`src/rtl/am2910_ucode_pipe_if.sv`:
```
// am2910_ucode_pipe_if: bus between the am2910 sequencer and its control
// store / pipeline register.
// The optional parity signals exist only when AM2910_UCODE_PARITY_EN is defined.
interface am2910_ucode_pipe_if #(
   parameter int ABITS     = 12,
   parameter int DBITS     = 12,
   parameter int LOG_DEPTH = 6,
   parameter int CBITS     = 8
);
   // Sequencer-side address and condition inputs
   logic [ABITS-1:0]           Y;
   logic                       hold;
   logic [3:0]                 cond;

   // Control store write port
   logic                       wr_en;
   logic [LOG_DEPTH-1:0]       wr_addr;
   logic [16+DBITS+CBITS-9:0]  wr_data;

   // Pipeline register outputs
   logic [3:0]                 I;
   logic                       CCEN_BAR;
   logic                       CC_BAR;
   logic [DBITS-1:0]           D;
   logic [CBITS-1:0]           ctrl;
   logic                       valid;
   logic                       range_err;

`ifdef AM2910_UCODE_PARITY_EN
   logic                       wr_par_flip;
   logic                       par_err;

   modport master (
      output Y, hold, cond, wr_en, wr_addr, wr_data, wr_par_flip,
      input  I, CCEN_BAR, CC_BAR, D, ctrl, valid, range_err, par_err
   );
   modport slave (
      input  Y, hold, cond, wr_en, wr_addr, wr_data, wr_par_flip,
      output I, CCEN_BAR, CC_BAR, D, ctrl, valid, range_err, par_err
   );
`else
   modport master (
      output Y, hold, cond, wr_en, wr_addr, wr_data,
      input  I, CCEN_BAR, CC_BAR, D, ctrl, valid, range_err
   );
   modport slave (
      input  Y, hold, cond, wr_en, wr_addr, wr_data,
      output I, CCEN_BAR, CC_BAR, D, ctrl, valid, range_err
   );
`endif
endinterface

```
`src/rtl/am2910_ucode_pipe.sv`:
```
// am2910_ucode_pipe: writable microprogram control store plus pipeline
// register closing the am2910 fetch loop.
//
// Each un-held edge registers store[Y] into the pipeline register. Addresses
// beyond the store load a NOP (CONT, condition disabled) and set a sticky
// range_err. CC_BAR is derived only from registered state.
//
// Optional feature: define AM2910_UCODE_PARITY_EN to add an even-parity bit
// per store word, the wr_par_flip error-injection input and the sticky
// par_err output; a parity mismatch also loads the NOP word.
module am2910_ucode_pipe #(
   parameter int ABITS     = 12,
   parameter int DBITS     = 12,
   parameter int LOG_DEPTH = 6,
   parameter int CBITS     = 8
) (
   input  logic                   clk,
   input  logic                   reset,
   am2910_ucode_pipe_if.slave     bus
);

   localparam int DEPTH = 1 << LOG_DEPTH;
   localparam int WBITS = 8 + DBITS + CBITS;
`ifdef AM2910_UCODE_PARITY_EN
   localparam int SBITS = WBITS + 1;
`else
   localparam int SBITS = WBITS;
`endif

   // Microword layout, MSB to LSB, matching the wr_data packing
   typedef struct packed {
      logic [3:0]       i;
      logic             ccen_bar;
      logic [1:0]       cc_sel;
      logic             cc_pol;
      logic [DBITS-1:0] d;
      logic [CBITS-1:0] ctrl;
   } uword_t;

   // CONT (4'd14) with the condition disabled; substituted for bad fetches
   localparam uword_t NOP_WORD = '{
      i: 4'd14, ccen_bar: 1'b1, cc_sel: 2'd0, cc_pol: 1'b0,
      d: '0, ctrl: '0
   };

   // Reset image of the pipeline register: I=0, condition disabled
   localparam uword_t RST_WORD = '{
      i: 4'd0, ccen_bar: 1'b1, cc_sel: 2'd0, cc_pol: 1'b0,
      d: '0, ctrl: '0
   };

   // ------------------------------------------------------------------
   // Control store
   // ------------------------------------------------------------------
   logic [SBITS-1:0]     store_q [DEPTH];
   logic [SBITS-1:0]     store_wr_word;
   logic [SBITS-1:0]     store_rd_word;
   logic [LOG_DEPTH-1:0] rd_idx;
   logic                 out_of_range;
   logic                 par_bad;
   logic                 fetch_bad;
   uword_t               fetch_word;

   // Build the word to be written, appending parity when enabled
   always_comb begin
`ifdef AM2910_UCODE_PARITY_EN
      store_wr_word = {bus.wr_data, (^bus.wr_data) ^ bus.wr_par_flip};
`else
      store_wr_word = bus.wr_data;
`endif
   end

   // Synchronous store write; the read below sees the pre-edge contents
   // NOTE: the store array has no reset branch -- resetting a RAM would force
   // it into flops and the contents must survive reset anyway.
   always_ff @(posedge clk) begin
      if (bus.wr_en) begin
         store_q[bus.wr_addr] <= store_wr_word;
      end
   end

   // Address decode, store read and bad-fetch substitution
   always_comb begin
      rd_idx        = bus.Y[LOG_DEPTH-1:0];
      out_of_range  = |(bus.Y >> LOG_DEPTH);
      store_rd_word = store_q[rd_idx];
`ifdef AM2910_UCODE_PARITY_EN
      // Even parity over data+parity bit must XOR to zero
      par_bad       = ~out_of_range & (^store_rd_word);
      fetch_word    = store_rd_word[SBITS-1:1];
`else
      par_bad       = 1'b0;
      fetch_word    = store_rd_word;
`endif
      fetch_bad     = out_of_range | par_bad;
      if (fetch_bad) begin
         fetch_word = NOP_WORD;
      end
   end

   // ------------------------------------------------------------------
   // Pipeline register and condition sample
   // ------------------------------------------------------------------
   uword_t     pipe_q,      pipe_d;
   logic [3:0] cond_q,      cond_d;
   logic       valid_q,     valid_d;
   logic       range_err_q, range_err_d;
`ifdef AM2910_UCODE_PARITY_EN
   logic       par_err_q,   par_err_d;
`endif

   // Next-state: fetch on every un-held edge, sticky error flags
   // NOTE: every output of this block gets a hold-value default first, so no
   // path leaves a signal unassigned and no latch is inferred.
   always_comb begin
      pipe_d      = pipe_q;
      cond_d      = cond_q;
      valid_d     = valid_q;
      range_err_d = range_err_q;
`ifdef AM2910_UCODE_PARITY_EN
      par_err_d   = par_err_q;
`endif
      if (!bus.hold) begin
         pipe_d  = fetch_word;
         cond_d  = bus.cond;
         valid_d = 1'b1;
         if (out_of_range) begin
            range_err_d = 1'b1;
         end
`ifdef AM2910_UCODE_PARITY_EN
         if (par_bad) begin
            par_err_d = 1'b1;
         end
`endif
      end
   end

   // Pipeline state with asynchronous reset; the store is untouched by reset
   // NOTE: sequential state uses non-blocking assignments so every flop
   // samples pre-edge values regardless of block evaluation order.
   always_ff @(posedge clk or posedge reset) begin
      if (reset) begin
         pipe_q      <= RST_WORD;
         cond_q      <= 4'd0;
         valid_q     <= 1'b0;
         range_err_q <= 1'b0;
`ifdef AM2910_UCODE_PARITY_EN
         par_err_q   <= 1'b0;
`endif
      end else begin
         pipe_q      <= pipe_d;
         cond_q      <= cond_d;
         valid_q     <= valid_d;
         range_err_q <= range_err_d;
`ifdef AM2910_UCODE_PARITY_EN
         par_err_q   <= par_err_d;
`endif
      end
   end

   // Output drive; CC_BAR uses only registered state, never bus.cond
   always_comb begin
      bus.I         = pipe_q.i;
      bus.CCEN_BAR  = pipe_q.ccen_bar;
      bus.D         = pipe_q.d;
      bus.ctrl      = pipe_q.ctrl;
      bus.CC_BAR    = ~(cond_q[pipe_q.cc_sel] ^ pipe_q.cc_pol);
      bus.valid     = valid_q;
      bus.range_err = range_err_q;
`ifdef AM2910_UCODE_PARITY_EN
      bus.par_err   = par_err_q;
`endif
   end

endmodule

```
`src/flat_wrapper.sv`:
```
// flat-port wrapper written by rule: the top's interface ports become plain ports
module am2910_ucode_pipe_flat 
#(
   parameter int ABITS     = 12,
   parameter int DBITS     = 12,
   parameter int LOG_DEPTH = 6,
   parameter int CBITS     = 8
)
  (clk, reset, bus_Y, bus_hold, bus_cond, bus_wr_en, bus_wr_addr, bus_wr_data, bus_I, bus_CCEN_BAR, bus_CC_BAR, bus_D, bus_ctrl, bus_valid, bus_range_err);
  am2910_ucode_pipe_if #(.ABITS(ABITS), .DBITS(DBITS), .LOG_DEPTH(LOG_DEPTH), .CBITS(CBITS)) bus_i ();
  input  logic clk;
  input  logic reset;
  input wire logic [$bits(bus_i.Y)-1:0] bus_Y;
  input wire logic [$bits(bus_i.hold)-1:0] bus_hold;
  input wire logic [$bits(bus_i.cond)-1:0] bus_cond;
  input wire logic [$bits(bus_i.wr_en)-1:0] bus_wr_en;
  input wire logic [$bits(bus_i.wr_addr)-1:0] bus_wr_addr;
  input wire logic [$bits(bus_i.wr_data)-1:0] bus_wr_data;
  output wire logic [$bits(bus_i.I)-1:0] bus_I;
  output wire logic [$bits(bus_i.CCEN_BAR)-1:0] bus_CCEN_BAR;
  output wire logic [$bits(bus_i.CC_BAR)-1:0] bus_CC_BAR;
  output wire logic [$bits(bus_i.D)-1:0] bus_D;
  output wire logic [$bits(bus_i.ctrl)-1:0] bus_ctrl;
  output wire logic [$bits(bus_i.valid)-1:0] bus_valid;
  output wire logic [$bits(bus_i.range_err)-1:0] bus_range_err;
  assign bus_i.Y = bus_Y;
  assign bus_i.hold = bus_hold;
  assign bus_i.cond = bus_cond;
  assign bus_i.wr_en = bus_wr_en;
  assign bus_i.wr_addr = bus_wr_addr;
  assign bus_i.wr_data = bus_wr_data;
  assign bus_I = bus_i.I;
  assign bus_CCEN_BAR = bus_i.CCEN_BAR;
  assign bus_CC_BAR = bus_i.CC_BAR;
  assign bus_D = bus_i.D;
  assign bus_ctrl = bus_i.ctrl;
  assign bus_valid = bus_i.valid;
  assign bus_range_err = bus_i.range_err;
  am2910_ucode_pipe #(.ABITS(ABITS), .DBITS(DBITS), .LOG_DEPTH(LOG_DEPTH), .CBITS(CBITS)) u_core (.clk(clk), .reset(reset), .bus(bus_i));
endmodule
```
`config.mk`:
```
export PLATFORM = sky130hd
export DESIGN_NAME = am2910_ucode_pipe_flat
export DESIGN_NICKNAME = d
export VERILOG_FILES = /design/src/rtl/am2910_ucode_pipe_if.sv /design/src/rtl/am2910_ucode_pipe.sv /design/src/flat_wrapper.sv
export SDC_FILE = /design/constraint.sdc
export NUM_CORES = 2
export LEC_CHECK = 0
export ABC_AREA = 1
export CAP_MARGIN = 10
export CELL_PAD_IN_SITES_DETAIL_PLACEMENT = 1
export CELL_PAD_IN_SITES_GLOBAL_PLACEMENT = 1
export CORE_MARGIN = 2
export CORE_UTILIZATION = 27
export DETAILED_ROUTE_END_ITERATION = 16
export GPL_TIMING_DRIVEN = 0
export PLACE_DENSITY_LB_ADDON = 0.1
export SLEW_MARGIN = 20
export SYNTH_ARGS = -nofsm -noshare
export SYNTH_HDL_FRONTEND = slang
export SYNTH_SLANG_ARGS = --single-unit
```
`constraint.sdc`:
```
create_clock -name clk -period 2.3 [get_ports clk]
set_input_delay 0.46 -clock clk [delete_from_list [all_inputs] [get_ports clk]]
set_output_delay 0.46 -clock clk [all_outputs]
set_load 0.005 [all_outputs]
```
==> metrics.md <==
| Metric | Value |
|---|---|
| Run status | complete, but fails checks |
| Failing checks | negative setup slack |
| Die area | 0.278 mm^2 |
| Synth Warn # | 0 |
| Total grt overflow | 0 |
| Root Driver | clkbuf_16 |
| Initial antenna violation count | 40 |
| Count leader, synth | nand2_1 |
| DRT iter0 DRCs | 5541 |
| Fin util | 33.4% |
| Cell Rows | 192 |
| Clock Sinks | 1826 |
| Reg2reg path depth | 10 |
| CTS buffer count | 218 |
| Die Ht | 527 um |
| Router iterations before antenna repair | 5 |
| GP Congestion | 0.902 |
| Clock Pin Slew Worst Setup and Hold Paths | 0.06 ns |
| Post-Synth Adder-Cell Area | 0% |
| Largest net degree at the start of global routing | 65 |
| CTS tree | yes |
| Cell taking the most area after synthesis | edfxtp_1 |
| Crit path kind | reg2out |
| Min Hold Slack | 0.0270 ns |
| CP endpoint kind | primary output |
| Post-DP HPWL | 255 mm |
| Htree depth | 4 |
| Final setup viols | 11 |
| Vias in the first global route | 52.2k |
| Ys flop type | edfxtp_1 |
| Number of max-cap violations | 0 |
| Clock tree buffer depth | 4 |
| Synth Cell Area | 0.0739 mm^2 |
| Worst IR Drop VDD | 0.000618 V |
| Number of synthesized flops with an enable pin | 1792 |
| CP required | 1.84 ns |
| Yosys reg bits | 1826 |
| Width of the die | 527 um |
| Final hold vios | 0 |
| WP data arrival | 1.96 ns |
| Port bufs | 73 |
| Total power draw | 76500 uW |
| Synth top area cells | edfxtp_1 (73%), nand2_1 (12%), nand3_1 (10%) |
| Post-synthesis sequential area ratio | 74.0% |
| Syn Area/Cell | 11.9 um^2 |
| Unrepaired setup endpoints after global routing | yes |
| Post-synthesis mux area share | 0% |
| CP delay by family, top | flip-flops |
| WP depth | 5 |
| Synth cell count leaders | nand2_1 (2324), edfxtp_1 (1792), nand3_1 (1539), buf_2 (254), nor2_1 (58) |
| First-pass GRT wire length | 468 mm |
| Dpl cell area | 0.0834 mm^2 |
| Startpoint Class | flop |
| Fmax | 412 MHz |
| Nets | 6807 |
| Simple-Gate Fraction of Synth Area | 22.7% |
| CP bufs+invs | 2 |
| Compound-cell area share of the yosys netlist | 0.0288% |
| IO Count | 82 |
| Antenna viol nets, final | 0 |
| Setup slack after layout | -0.124 ns |
| Crit path from | u_core.pipe_q[21]$_DFFE_PP0N_ |
| Minimum clock period | 2.42 ns |
| Vias | 53.1k |
| P&R area growth vs syn | 23.3% |
| R2R Setup Slk | 0.29 ns |
| Async S/R FF share, synth | 1.86% |
| Final Skew | 0.0397 ns |
| Leakage Power | 0.0330 uW |
| Synth Area in XOR/XNOR | 0.0118% |
| Hold Crit Class | in2async |
| Total Wirelength | 351 mm |
| Cell count after synthesis | 6215 |
| Worst path slowest cell | dfrtp_1 |
| Via density | 5.05 |
| Final instance area | 0.0912 mm^2 |
| Layout cell share with drive strength beyond 1 | 15.2% |
| Post-Syn Nets | 6269 |
| Unique masters post-synth | 22 |
| Pre-CTS setup slack | -2.28 ns |
| Launching point of the worst reg2reg path | u_core.store_q[7][15]$_DFFE_PP_ |
| Slew Limit Fails | 0 |
| GRT Total Usage | 24.8% |
| Power Density | 839 mW/mm^2 |
| Tcrit/Tclk final | 105% |
| Core ar. | 0.273 mm^2 |
| Worst path cell trace | inv_2 > nand2_2 > a32oi_2 > xnor2_2 > buf_2 |
| Clock latency on the worst-skew pair | 0.89 ns |
| DRC violations left | 0 |
| Slew margin rel. | 28.2% |
| Top cell type's share of synthesized area | 72.8% |
| WL/cell | 33.4 um |
| Worst-Margin Slew | 1.08 ns |
| R2r endpoint | u_core.bus.D[7]$_DFFE_PP0N_ |
| Main combinational cell family by area after synthesis | simple AND/OR/NAND/NOR gates |
| Slowest stage delay, CP | 0.43 ns |
| Max FO, Critical Path | 4 |
| Starting Density | 27.1% |
-- worst register-to-register path: stages (launching register included) --
cell      delay (ns)
edfxtp_1        0.36
nand2_1         0.07
nand3_1         0.10
nand3_1         0.16
nand2_1         0.09
nand2_1         0.09
nand3_1         0.31
nand3_2         0.34
nand2_1         0.22
nand2_1         0.11
nand2_1         0.05
-- timing repair --
action                                  CTS  global route
pin swaps                                14            20
resized for setup                       160            35
hold buffers                             14             0
buffers inserted                         28            30
endpoints found under the setup margin  317           247
endpoints found under the hold margin   174             0
-- placed cells by master, fill, tap and decap left out, types with 3 or more instances in the layout --
cell type	instances
nand2_1	2320
clkbuf_1	84
nand3_2	36
edfxtp_1	1792
or2_2	5
dfrtp_1	33
bufinv_16	14
buf_4	173
nand4_1	9
nand3_1	1498
dlygate4sd3_1	14
inv_4	3
buf_2	216
clkinv_2	38
clkdlybuf4s15_2	3
clkinv_1	46
clkdlybuf4s50_1	18
nor2_4	56
buf_16	71
nand3_4	5
diode_2	16
nand2_2	4
buf_6	66
inv_2	3
buf_1	10
clkinvlp_4	7
buf_12	76
clkbuf_4	11
dlygate4sd2_1	26
inv_1	10
nor4_4	8
clkbuf_16	225
clkbuf_2	15
-- layer usage --
metal	up-vias	global-route usage (%)	share of wire, %
met1	27900	34.2	44
met3	403	3.67	5.9
li1	23000	-	-
met5	-	0	0
met4	0	6.75	3.0
met2	1746	40.7	47
-- power breakdown --
group	internal, uW	switching [uW]	total (uW)
combinational	1390	4790	6180
clock	19100	14400	33500
sequential	36800	56.0	36800
total	57300	19200	76500
-- cell families (layout without fill, tap and decap cells) --
| group | Yosys count | after routing |
|---|---|---|
| AND/OR/NAND/NOR | 3944 | 3944 |
| flip-flops | 1826 | 1826 |
| buffers and inverters | 441 | 1140 |
| AO/OA/AOI/OAI | 3 | 3 |
| XOR/XNOR | 1 | 1 |
| other | 0 | 16 |
-- registers in the layout (all words and copies together), names as in the netlist --
signal and cells:
u_core.store_q 1792, u_core.bus.D 12, u_core.bus.ctrl 8, u_core.bus.I 4
u_core.cond_q 4, u_core.pipe_q 3, u_core.bus.CCEN_BAR 1, u_core.bus.range_err 1
u_core.bus.valid 1
-- through the flow --
stage	setup TNS (ns)	cells
2_1_floorplan	-296.66	6215
3_3_place_gp	-6828.97	9877
3_5_place_dp	-1360.14	10100
4_1_cts	-0.323	10500
5_1_grt	-0.231	10500
6_report	-0.492	10500
-- how the worst max path moves through the flow --
stage,slack [ns],end
2_1_floorplan,-0.51,u_core.store_q[48][0]$_DFFE_PP_
3_3_place_gp,-3.29,u_core.store_q[53][0]$_DFFE_PP_
3_5_place_dp,-2.28,u_core.pipe_q[22]$_DFFE_PP0N_
4_1_cts,-0.19,bus_CC_BAR
5_1_grt,-0.23,bus_CC_BAR
6_report,-0.12,bus_CC_BAR
-- layout make-up --
| type | count | area [um^2] |
|---|---|---|
| Timing Repair Buffer | 319 | 4960 |
| Inverter | 19 | 91.3 |
| Multi-Input combinational cell | 3948 | 17600 |
| Fill cell | 29300 | 182000 |
| Tap cell | 3589 | 4490 |
| Sequential cell | 1826 | 54700 |
| Antenna cell | 16 | 40.0 |
| Clock buffer | 274 | 5760 |
| Clock inverter | 107 | 863 |
| Buffer | 421 | 2670 |
(Power assumes the default switching activity.)
